===== src/rtl/keypad_scanner.sv =====
// keypad_scanner: 4x4 matrix row scanner with column synchronizer, debounce and one-shot press pulse
module keypad_scanner #(
    parameter int CLK_DIV        = 50000,
    parameter int DEBOUNCE_TICKS = 4
) (
    input  logic       clk,
    input  logic       rst,
    input  logic [3:0] col_in,
    output logic [3:0] row_out,
    output logic       press,
    output logic [3:0] scan_code,
    output logic       key_held
);
    localparam int TW = $clog2(CLK_DIV);
    localparam int DW = $clog2(DEBOUNCE_TICKS + 1);
    localparam logic [TW-1:0] TMAX = TW'(CLK_DIV - 1);
    localparam logic [DW-1:0] DT = DW'(DEBOUNCE_TICKS);
    typedef enum logic [1:0] {SCAN, DEBOUNCE, HELD, RELEASE} state_t;
    state_t          state;
    logic [TW-1:0]   tcnt;
    logic            tick;
    logic [3:0]      s1, cs;
    logic [1:0]      r, c, lo;
    logic [DW-1:0]   dcnt, dnext;
    logic            down;
    assign tick    = tcnt == TMAX;
    assign row_out = ~(4'b0001 << r);
    assign down    = ~cs[c];
    assign dnext   = dcnt + DW'(1);
    // lowest-numbered active-low column in the sampled row
    always_comb lo = ~cs[0] ? 2'd0 : ~cs[1] ? 2'd1 : ~cs[2] ? 2'd2 : 2'd3;
    // free-running scan tick divider
    always_ff @(posedge clk or posedge rst)
        if (rst) tcnt <= '0;
        else     tcnt <= tick ? '0 : tcnt + TW'(1);
    // two-flop synchronizer for the asynchronous column returns
    always_ff @(posedge clk or posedge rst)
        if (rst) begin
            s1 <= 4'hF;
            cs <= 4'hF;
        end else begin
            s1 <= col_in;
            cs <= s1;
        end
    // scan / debounce / hold / release sequencing with registered outputs
    always_ff @(posedge clk or posedge rst)
        if (rst) begin
            state     <= SCAN;
            r         <= 2'd0;
            c         <= 2'd0;
            dcnt      <= '0;
            press     <= 1'b0;
            scan_code <= 4'h0;
            key_held  <= 1'b0;
        end else begin
            press <= 1'b0;
            if (tick)
                case (state)
                    SCAN:
                        if (cs != 4'hF) begin
                            c    <= lo;
                            dcnt <= DW'(1);
                            if (DEBOUNCE_TICKS == 1) begin
                                state     <= HELD;
                                press     <= 1'b1;
                                scan_code <= {r, lo};
                                key_held  <= 1'b1;
                            end else begin
                                state <= DEBOUNCE;
                            end
                        end else begin
                            r <= r + 2'd1;
                        end
                    DEBOUNCE:
                        if (down) begin
                            dcnt <= dnext;
                            if (dnext == DT) begin
                                state     <= HELD;
                                press     <= 1'b1;
                                scan_code <= {r, c};
                                key_held  <= 1'b1;
                            end
                        end else begin
                            state <= SCAN;
                            r     <= r + 2'd1;
                        end
                    HELD:
                        if (!down) begin
                            dcnt <= DW'(1);
                            if (DEBOUNCE_TICKS == 1) begin
                                state    <= SCAN;
                                key_held <= 1'b0;
                                r        <= r + 2'd1;
                            end else begin
                                state <= RELEASE;
                            end
                        end
                    RELEASE:
                        if (!down) begin
                            dcnt <= dnext;
                            if (dnext == DT) begin
                                state    <= SCAN;
                                key_held <= 1'b0;
                                r        <= r + 2'd1;
                            end
                        end else begin
                            state <= HELD;
                        end
                    default: state <= SCAN;
                endcase
        end
endmodule


===== config.mk =====
export PLATFORM = sky130hd
export DESIGN_NAME = keypad_scanner
export DESIGN_NICKNAME = d
export VERILOG_FILES = /design/src/rtl/keypad_scanner.sv
export SDC_FILE = /design/constraint.sdc
export NUM_CORES = 1
export LEC_CHECK = 0
export CORE_MARGIN = 5
export CORE_UTILIZATION = 45
export CTS_CLUSTER_DIAMETER = 200
export DETAILED_ROUTE_END_ITERATION = 10
export GPL_TIMING_DRIVEN = 0
export PLACE_DENSITY = 0.66
export RECOVER_POWER = 25
export SYNTH_ARGS = -nofsm -noshare
export SYNTH_HDL_FRONTEND = slang
export SYNTH_SLANG_ARGS = --single-unit

===== constraint.sdc =====
create_clock -name clk -period 2.05 [get_ports clk]
set_input_delay 0.41 -clock clk [delete_from_list [all_inputs] [get_ports clk]]
set_output_delay 0.41 -clock clk [all_outputs]
set_load 0.05 [all_outputs]

## Word-level counts from Yosys, hierarchy flattened

Index checks and enable logic that the tools add are counted.

- Bits in registers: 39
- Input bits: 6
- Output and inout port bits: 10
- Logic and storage cells: 74

- $add $sub $neg: 3
- $lt $le $gt $ge: 1
- Equal/unequal tests: 16
- Shift operators: 1
- Multiplexer cells: 32
- Bitwise operators: 2
- Reductions and logical operators: 9

Operator list:

| kind | number |
|---|---|
| 2-to-1 mux 2 bit | 12 |
| adder 16 x 1 -> 16 bit (second input constant) | 1 |
| equality test 16 bit (second input constant) | 1 |
| 2-to-1 mux 16 bit | 1 |
| inequality test 2 bit (second input constant) | 8 |
| 2-to-1 mux 3 bit | 4 |
| one-hot mux 3 bit (4 select lines) | 1 |
| AND reduction 6 bit | 2 |
| 2-to-1 mux 1 bit | 10 |
| AND reduction 5 bit | 2 |
| one-hot mux 2 bit (4 select lines) | 1 |
| inequality test 3 bit (second input constant) | 2 |
| one-hot mux 2 bit (3 select lines) | 1 |
| equality test 2 bit (second input constant) | 2 |
| inequality test 4 bit (second input constant) | 1 |
| NOT 4 bit | 1 |
| AND reduction 4 bit | 1 |
| left shift 1 x 2 -> 4 bit (first input constant) | 1 |
| adder 3 x 1 -> 3 bit (second input constant) | 1 |
| equality test 3 bit (second input constant) | 1 |
| less-than comparator 2 x 3 -> 1 bit (second input constant) | 1 |
| AND reduction 3 bit | 1 |
| nonzero test 3 bit | 1 |
| adder 2 x 1 -> 2 bit (second input constant) | 1 |
| other kinds (6) | 6 |

## Depth between registers and ports, before layout

Gate-level depths: netlist of run 1.

- Word-level depth: 6
- Gate-level depth with buffers: 7
- Gate-level depth less buffers: 6

## Worst setup path before layout of run 1

No wires, ideal clock.

- Kind: flip-flop to flip-flop
- Start point: reg tcnt[11]
- End point: reg scan_code[0]
- Setup time: 125 ps
- Data arrival time: 1655 ps
- Required time: 1925 ps
- Path slack: 271 ps
- Stages on the path, launching flop included: 7
- Path buffers: 2
- Clock period less this slack: 1779 ps
- Cells stage by stage: dfrtp_1 > clkbuf_1 > nor4b_1 > and4_1 > and4b_1 > buf_2 > mux2_2

- Longest elaborated chain between the ends: 2

RTL lines:

| item | line | source |
|---|---|---|
| start: declaration | 20 | `logic [TW-1:0] tcnt;` |
| start signal: assignment | 35 | `else tcnt <= tick ? '0 : tcnt + TW'(1);` |
| equality test 16 bit | 26 | `assign tick = tcnt == TMAX;` |
| AND reduction 4 bit (no source line) | - |  |
| end signal: assignment | 66 | `scan_code <= {r, lo};` |
| end signal: assignment | 80 | `scan_code <= {r, c};` |
| end: declaration | 11 | `output logic [3:0] scan_code,` |

No other way between the ends.
A chain may end at the register's enable or synchronous reset.

## Worst setup path in the final report of run 1

- Start point: reg tcnt[5]
- End point: reg scan_code[0]

Same word-level chain as after synthesis.

==> results of run 1 <==
[placed cells by master, fill, tap and decap left out, types with 2 or more instances in the layout]
cell type,count
a21oi_1,2
a41oi_1,2
and3_1,2
buf_2,2
buf_4,3
clkbuf_2,2
clkbuf_8,5
clkdlybuf4s50_1,6
clkinv_4,2
dfrtp_1,31
dfstp_2,8
dlygate4sd3_1,5
ha_1,11
inv_1,13
mux2_2,6
mux2i_1,2
nand2_1,9
nand3_1,11
nand4_1,2
nor2_1,16
nor2b_1,2
nor4_1,2
nor4bb_1,2
o21ai_0,7
xnor2_1,8
xor2_1,8
[worst paths after layout]
path | end | slack, ns | depth (start not counted) | from
worst max-delay path | scan_code[0] | 0.09 | 5 | tcnt[5]
worst min-delay path | cs[2] | 0.36 | 0 | s1[2]
worst max register to register | scan_code[0] | 0.09 | 5 | tcnt[5]
worst min register to register | cs[2] | 0.36 | 0 | s1[2]
max in group asynchronous | key_held | 0.85 | 2 | rst
min in group asynchronous | c[1] | 0.70 | 2 | rst
[area by class of cell]
type                            count  area share, %
Sequential cell                    39           44.5
Multi-Input combinational cell    111           38.1
Timing Repair Buffer               18           7.29
Clock buffer                        5           3.11
Tap cell                           50           2.83
Inverter                           14           2.37
Clock inverter                      3           1.13
Buffer                              3          0.622
[per-stage QoR]
stage / std cells / setup TNS, ns / hold WS, ns / util, % / setup slack (ns)
3_5_place_dp: 232 / -1.44 / 0.347 / 51.7 / -0.0478
4_1_cts: 240 / 0 / 0.359 / 53.9 / 0.000103
3_3_place_gp: 232 / 0 / 0.346 / 51.7 / 0.0237
2_1_floorplan: 167 / 0 / 0.345 / - / 0.271
6_report: 243 / 0 / 0.358 / 54.9 / 0.0942
5_1_grt: 243 / -0.00886 / 0.362 / 54.9 / -0.00617
[worst reg2reg max path, cell delays in order (launching register included)]
cell	delay (ns)
dfrtp_1	0.47
nor4bb_4	0.34
and4_2	0.31
and4b_1	0.22
buf_2	0.17
mux2_2	0.34
[repair_timing]
| item | 4_1_cts | 5_1_grt |
|---|---|---|
| resized for setup | 4 | 10 |
| hold buffers | 0 | 0 |
| buffers inserted | 0 | 3 |
| setup endpoints to repair | 4 | 9 |
| pin swaps | 0 | 1 |
[power by group through the flow]
stage	Combinational, mW	Clock [mW]	Sequential [mW]
2_1_floorplan	0.0176	0	0.801
3_3_place_gp	0.0313	0	0.802
3_5_place_dp	0.0320	0	0.802
4_1_cts	0.0323	0.545	0.788
5_1_grt	0.0378	0.574	0.789
6_report	0.0320	0.531	0.787
[kinds of logic after synthesis]
logic type                 share of synthesized area [%]
muxes                                               5.88
and+or+nand+nor                                     16.6
DFF                                                 52.7
adders and majority gates                           7.35
xor gates and xnor gates                            7.49
AOI/OAI and AO/OA                                   6.48
buffers and inverters                               3.54
[metal layers]
metal  vias up  part of all wire [%]  global-route usage (%)
met5         -                     0                       0
met4         0                   1.6                    4.74
met3         6                   3.6                    4.59
met2        14                    49                    22.2
met1       620                    45                    18.6
li1        621                     -                       -
[state kept, by name, summed over array words and instances, names as in the netlist, named ones only]
register and cells:
press 1, dcnt 3, tcnt 16, key_held 1
state 1, r 2, s1 4, c 2
cs 4, scan_code 4
==> impl_results.md, run 1 <==
* CTS sink cnt at 39
* IO Port Bufs at 15
* Area Growth Syn to Fin at 18.2%
* Total track usage at 14.2%
* Post-synth ARST share at 100%
* Multi-input gate area in the final layout at 843 um2
* Flops & latches, synth at 39
* DR pass1 iterations at 4
* Detailed Route WL at 3.39 mm
* Syn Std Cell Area at 1870 um2
* Critical Path, Cell by Cell: nor4bb_4 -> and4_2 -> and4b_1 -> buf_2 -> mux2_2
* Hold Fails Final Rpt at 0
* Initial antenna violation count at 0
* Die width at 74.5 um
* Syn_nets at 184
* Synth cell count leaders: dfrtp_1, nor2_1, inv_1, ha_1, nand3_1
* Final setup viols at 0
* Number of synthesized flops with an enable pin at 0
* Finished Cell Area at 2210 um2
* DIE HEIGHT at 74.5 um
* Routed wire length per instance at 13.9 um
* Remaining DRCs at 0
* Count leader, synth: dfrtp_1
* Sequential Power Share at 58.3%
* Worst path bufs/invs at 1
* Critical path arrival at 2.14 ns
* Clk buf depth at 2
* Vias in the first global route at 1267
* Clock share of power at 39.3%
* # fillers at 338
* Initial Utilization at 46.5%
* Internal power at 1.04 mW
* First-pass GRT wire length at 5.89 mm
* CP startpoint kind: flip-flop
* Worst-Skew Late Latency at 0.29 ns
* Tmin final at 1.96 ns
* Max VDD drop at 0.517 mV
* Period utilisation layout at 95.4%
* CTS root buffer: clkbuf_8
* Vias at 1261
* FF/Latch Area at 986 um2
* Synth top area cells: dfrtp_1, dfstp_2, ha_1
* Max Cap Viol at 0
* Synth warnings at 0
* Max Clock Freq at 511 MHz
* WS Path Type: reg -> reg
* CP Max Fanout at 5
* Tot Pwr at 1.35 mW
* Mean Syn Cell Area at 11.2 um2
* Antenna viol nets, final at 0
* # rows at 23
* Clock slew at reported path FFs at 0.08 ns
* Main synth FF type: dfrtp_1
* Top cell type's share of synthesized area at 41.4%
* Worst slew pin tran at 0.775 ns
* Post-synth top area cell: dfrtp_1
* Fin Clk Skew at 0.00495 ns
* Psw at 312 uW
* Gate power share at 2.4%
* Fin. max-slew vios at 0
* N_diodes at 0
* Placer Congestion at 0.851
* GR Overflow Total at 0
* Placement Cell Area at 2080 um2
* Core area at 4030 um2
* Share of layout cells above drive strength 1 at 20.2%
* Dpl hpwl at 2.43 mm
* CP top delay family: simple AND/OR/NAND/NOR gates
* TritonCTS Buffers at 5
* Max stage delay cell, worst path: dfrtp_1
* Critical path endpoint category: flip-flop
* Nets at 209
* Worst EP required at 2.24 ns
* Pleak at 1.02 nW
* CTS tree: yes
* Worst min path class: reg -> reg
* Post-synth cell types at 36
* Rel. slew slack at 48.3%
* Largest net degree at the start of global routing at 40
* CTS HTree Levels at 2
* Post-synthesis sequential area ratio at 52.7%
* IO Pins at 16
* Worst path max stage delay at 0.47 ns
* Initial DRC Count at 62
* Die ar. at 5550 um2
* Vias/cell at 5.19
* Pwr per Cell Area at 610 nW/um2
* Status: finished clean
* Switching fraction of total power at 23.1%
* Post-Synthesis Cells at 167
Power figures use the tool's default switching activity.
==> run 2, diff against run 1 <==
--- a/config.mk
+++ b/config.mk
@@ -5,6 +5,7 @@
 export SDC_FILE = /design/constraint.sdc
 export NUM_CORES = 1
 export LEC_CHECK = 0
+export CAP_MARGIN = 10
 export CORE_MARGIN = 5
 export CORE_UTILIZATION = 45
 export CTS_CLUSTER_DIAMETER = 200
==> impl_results.md, run 2 (synthesized netlist as in run 1, its figures left out) <==
* IO Port Bufs at 15 (unchanged)
* Critical path arrival at 1.58 ns (-0.56 ns)
* GR Overflow Total at 0 (unchanged)
* Setup slack, reg-to-reg at 0.08 ns (about the same)
* Area Growth Syn to Fin at 18.7%
* Initial DRC Count at 65 (+4.8%)
* Placer Congestion at 0.851 (unchanged)
* Finished Cell Area at 2220 um2 (+0.40%)
* CTS HTree Levels at 2 (unchanged)
* Antenna viol nets, final at 0 (unchanged)
* TritonCTS Buffers at 5 (unchanged)
* Reg2Reg Launch Point: tcnt[0]
* Placement Cell Area at 2110 um2 (+1.3%)
* Status: finished clean
* Vias in the first global route at 1286 (+1.5%)
* Max reg flops at 16 (unchanged)
* Biggest register: tcnt
* Worst path bufs/invs at 3 (+2)
* Vias/cell at 5.20 (+0.17%)
* Fin. max-slew vios at 0 (unchanged)
* CP top delay family: buffers and inverters
* Max stage delay cell, worst path: clkdlybuf4s15_1
* # fillers at 342 (+1.2%)
* Worst path max stage delay at 0.49 ns (+0.02 ns)
* Worst min path class: reg -> reg
* Final hold slack at 0.356 ns (-0.00189 ns)
* DR pass1 iterations at 4 (unchanged)
* Dpl hpwl at 2.52 mm (+3.7%)
* Hold path depth at 0 (unchanged)
* Share of layout cells above drive strength 1 at 18.8% (-1.5 points)
* Max Clock Freq at 502 MHz (-1.7%)
* Worst path most repeated cell: inv_1
* N_diodes at 0 (unchanged)
* Worst-Skew Late Latency at 0.29 ns (about the same)
* Max Cap Viol at 0 (unchanged)
* Tot Pwr at 1.34 mW (-0.72%)
* Worst EP required at 1.64 ns (-0.60 ns)
* CTS sink cnt at 39 (unchanged)
* Final setup viols at 0 (unchanged)
* CP startpoint kind: flip-flop
* First-pass GRT wire length at 5.71 mm (-3.0%)
* Worst reg2reg endpoint: scan_code[1]
* # rows at 23 (unchanged)
* Clock slew at reported path FFs at 0.08 ns (about the same)
* Total track usage at 13.6% (-0.61 points)
* DIE HEIGHT at 74.5 um (unchanged)
* Initial antenna violation count at 0 (unchanged)
* Hold Path End: cs[1]
* CTS tree: yes
* CTS root buffer: clkbuf_8
* Tmin final at 1.99 ns (+0.0348 ns)
* Unrepaired setup endpoints after global routing: false
* Vias at 1258 (-0.24%)
* # hold bufs at CTS at 0 (unchanged)
* Fin Clk Skew at 0.00782 ns (+0.00287 ns)
* Remaining DRCs at 0 (unchanged)
* Most frequent cells in the layout: dfrtp_1, nor2_1, inv_1
* WS Path Type: reg -> out
* CP startpoint: r[0]
* Max VDD drop at 0.512 mV (-0.94%)
* Routed wire length per instance at 13.5 um (-2.8%)
* Placed Instances at 233 (+0.43%)
* CP Max Fanout at 5 (unchanged)
* Period utilisation layout at 97.1% (+1.7 points)
* Clk buf depth at 2 (unchanged)
* Hold Fails Final Rpt at 0 (unchanged)
* Multi-input gate area in the final layout at 835 um2 (-1.0%)
* Die ar. at 5550 um2 (unchanged)
* Die width at 74.5 um (unchanged)
* IO Pins at 16 (unchanged)
* Largest net degree at the start of global routing at 26 (-35%)
* Worst r2r path cells at 6 (+1)
* Critical path endpoint category: primary output
* Worst slew pin tran at 0.648 ns (-0.127 ns)
* Rel. slew slack at 56.4% (+8.1 points)
* Layout Cells excl Fill at 242 (-0.41%)
* Pwr per Cell Area at 603 nW/um2 (-1.1%)
* Pleak at 0.999 nW (-1.9%)
* Commonest non-fill, non-tap cell in the layout: dfrtp_1
* Nets at 208 (-0.48%)
* Critical Path, Cell by Cell: inv_1 -> ha_1 -> inv_1 -> clkdlybuf4s15_1
* Initial Utilization at 46.5% (unchanged)
* FF/Latch Area at 986 um2 (unchanged)
* Detailed Route WL at 3.28 mm (-3.2%)
* Core area at 4030 um2 (unchanged)
* Hold_sp: s1[1]
* Final setup TNS at 0 ns (unchanged)
## run 2: final cells by class
type,count,share of cell area (%)
clock inverter,3,1.13
clock buffer,5,3.10
timing repair buffer,17,8.05
multi-input combinational,111,37.6
tap,50,2.82
inverter,14,2.36
sequential,39,44.4
buffer,3,0.619
## run 2: per-layer routing
layer	share of wire, %	global-route usage, %
met3	3.3	3.38
met5	0	0
met2	50	22.3
met1	45	17.0
met4	1.6	5.53
## run 2: how the worst max path moves through the flow
stage	slack (ns)	to	cells after the start
after floorplan	0.27	scan_code[0]	6
after global placement	0.02	tcnt[12]	2
after detailed placement	0.04	scan_code[1]	6
after CTS	0.01	row_out[0]	4
after global routing	0.002	scan_code[2]	6
final	0.06	row_out[2]	4
## run 2: timing repair
item,in CTS,in global routing
resized for setup,4,10
setup buffers,0,1
setup endpoints to repair,4,8
pin swaps,0,2
## run 2: power breakdown
group | switching, mW | internal [mW] | total, mW
logic | 0.0203 | 0.0153 | 0.0356
registers | 0.00401 | 0.783 | 0.787
clock network | 0.275 | 0.243 | 0.518
## run 2: worst reg2reg max path, cell delays in order (launching register included)
cell	delay (ns)
dfrtp_1	0.41
ha_1	0.21
and3_2	0.24
and4_2	0.28
and4b_1	0.21
buf_2	0.17
mux2_2	0.35
## run 2: through the flow
step	util [%]	setup slack (ns)
after floorplan	-	0.271
after global placement	51.7	0.0237
after detailed placement	52.4	0.0360
after CTS	54.6	0.0118
after global routing	55.2	0.00155
final	55.2	0.0594
==> run 3, diff against run 2 <==
--- a/config.mk
+++ b/config.mk
@@ -5,6 +5,7 @@
 export SDC_FILE = /design/constraint.sdc
 export NUM_CORES = 1
 export LEC_CHECK = 0
+export ABC_CLOCK_PERIOD_IN_PS = 2050
 export CAP_MARGIN = 10
 export CORE_MARGIN = 5
 export CORE_UTILIZATION = 45
==> results of run 3 <==
The final DEF is identical to that of run 2; final timing and power are the same.
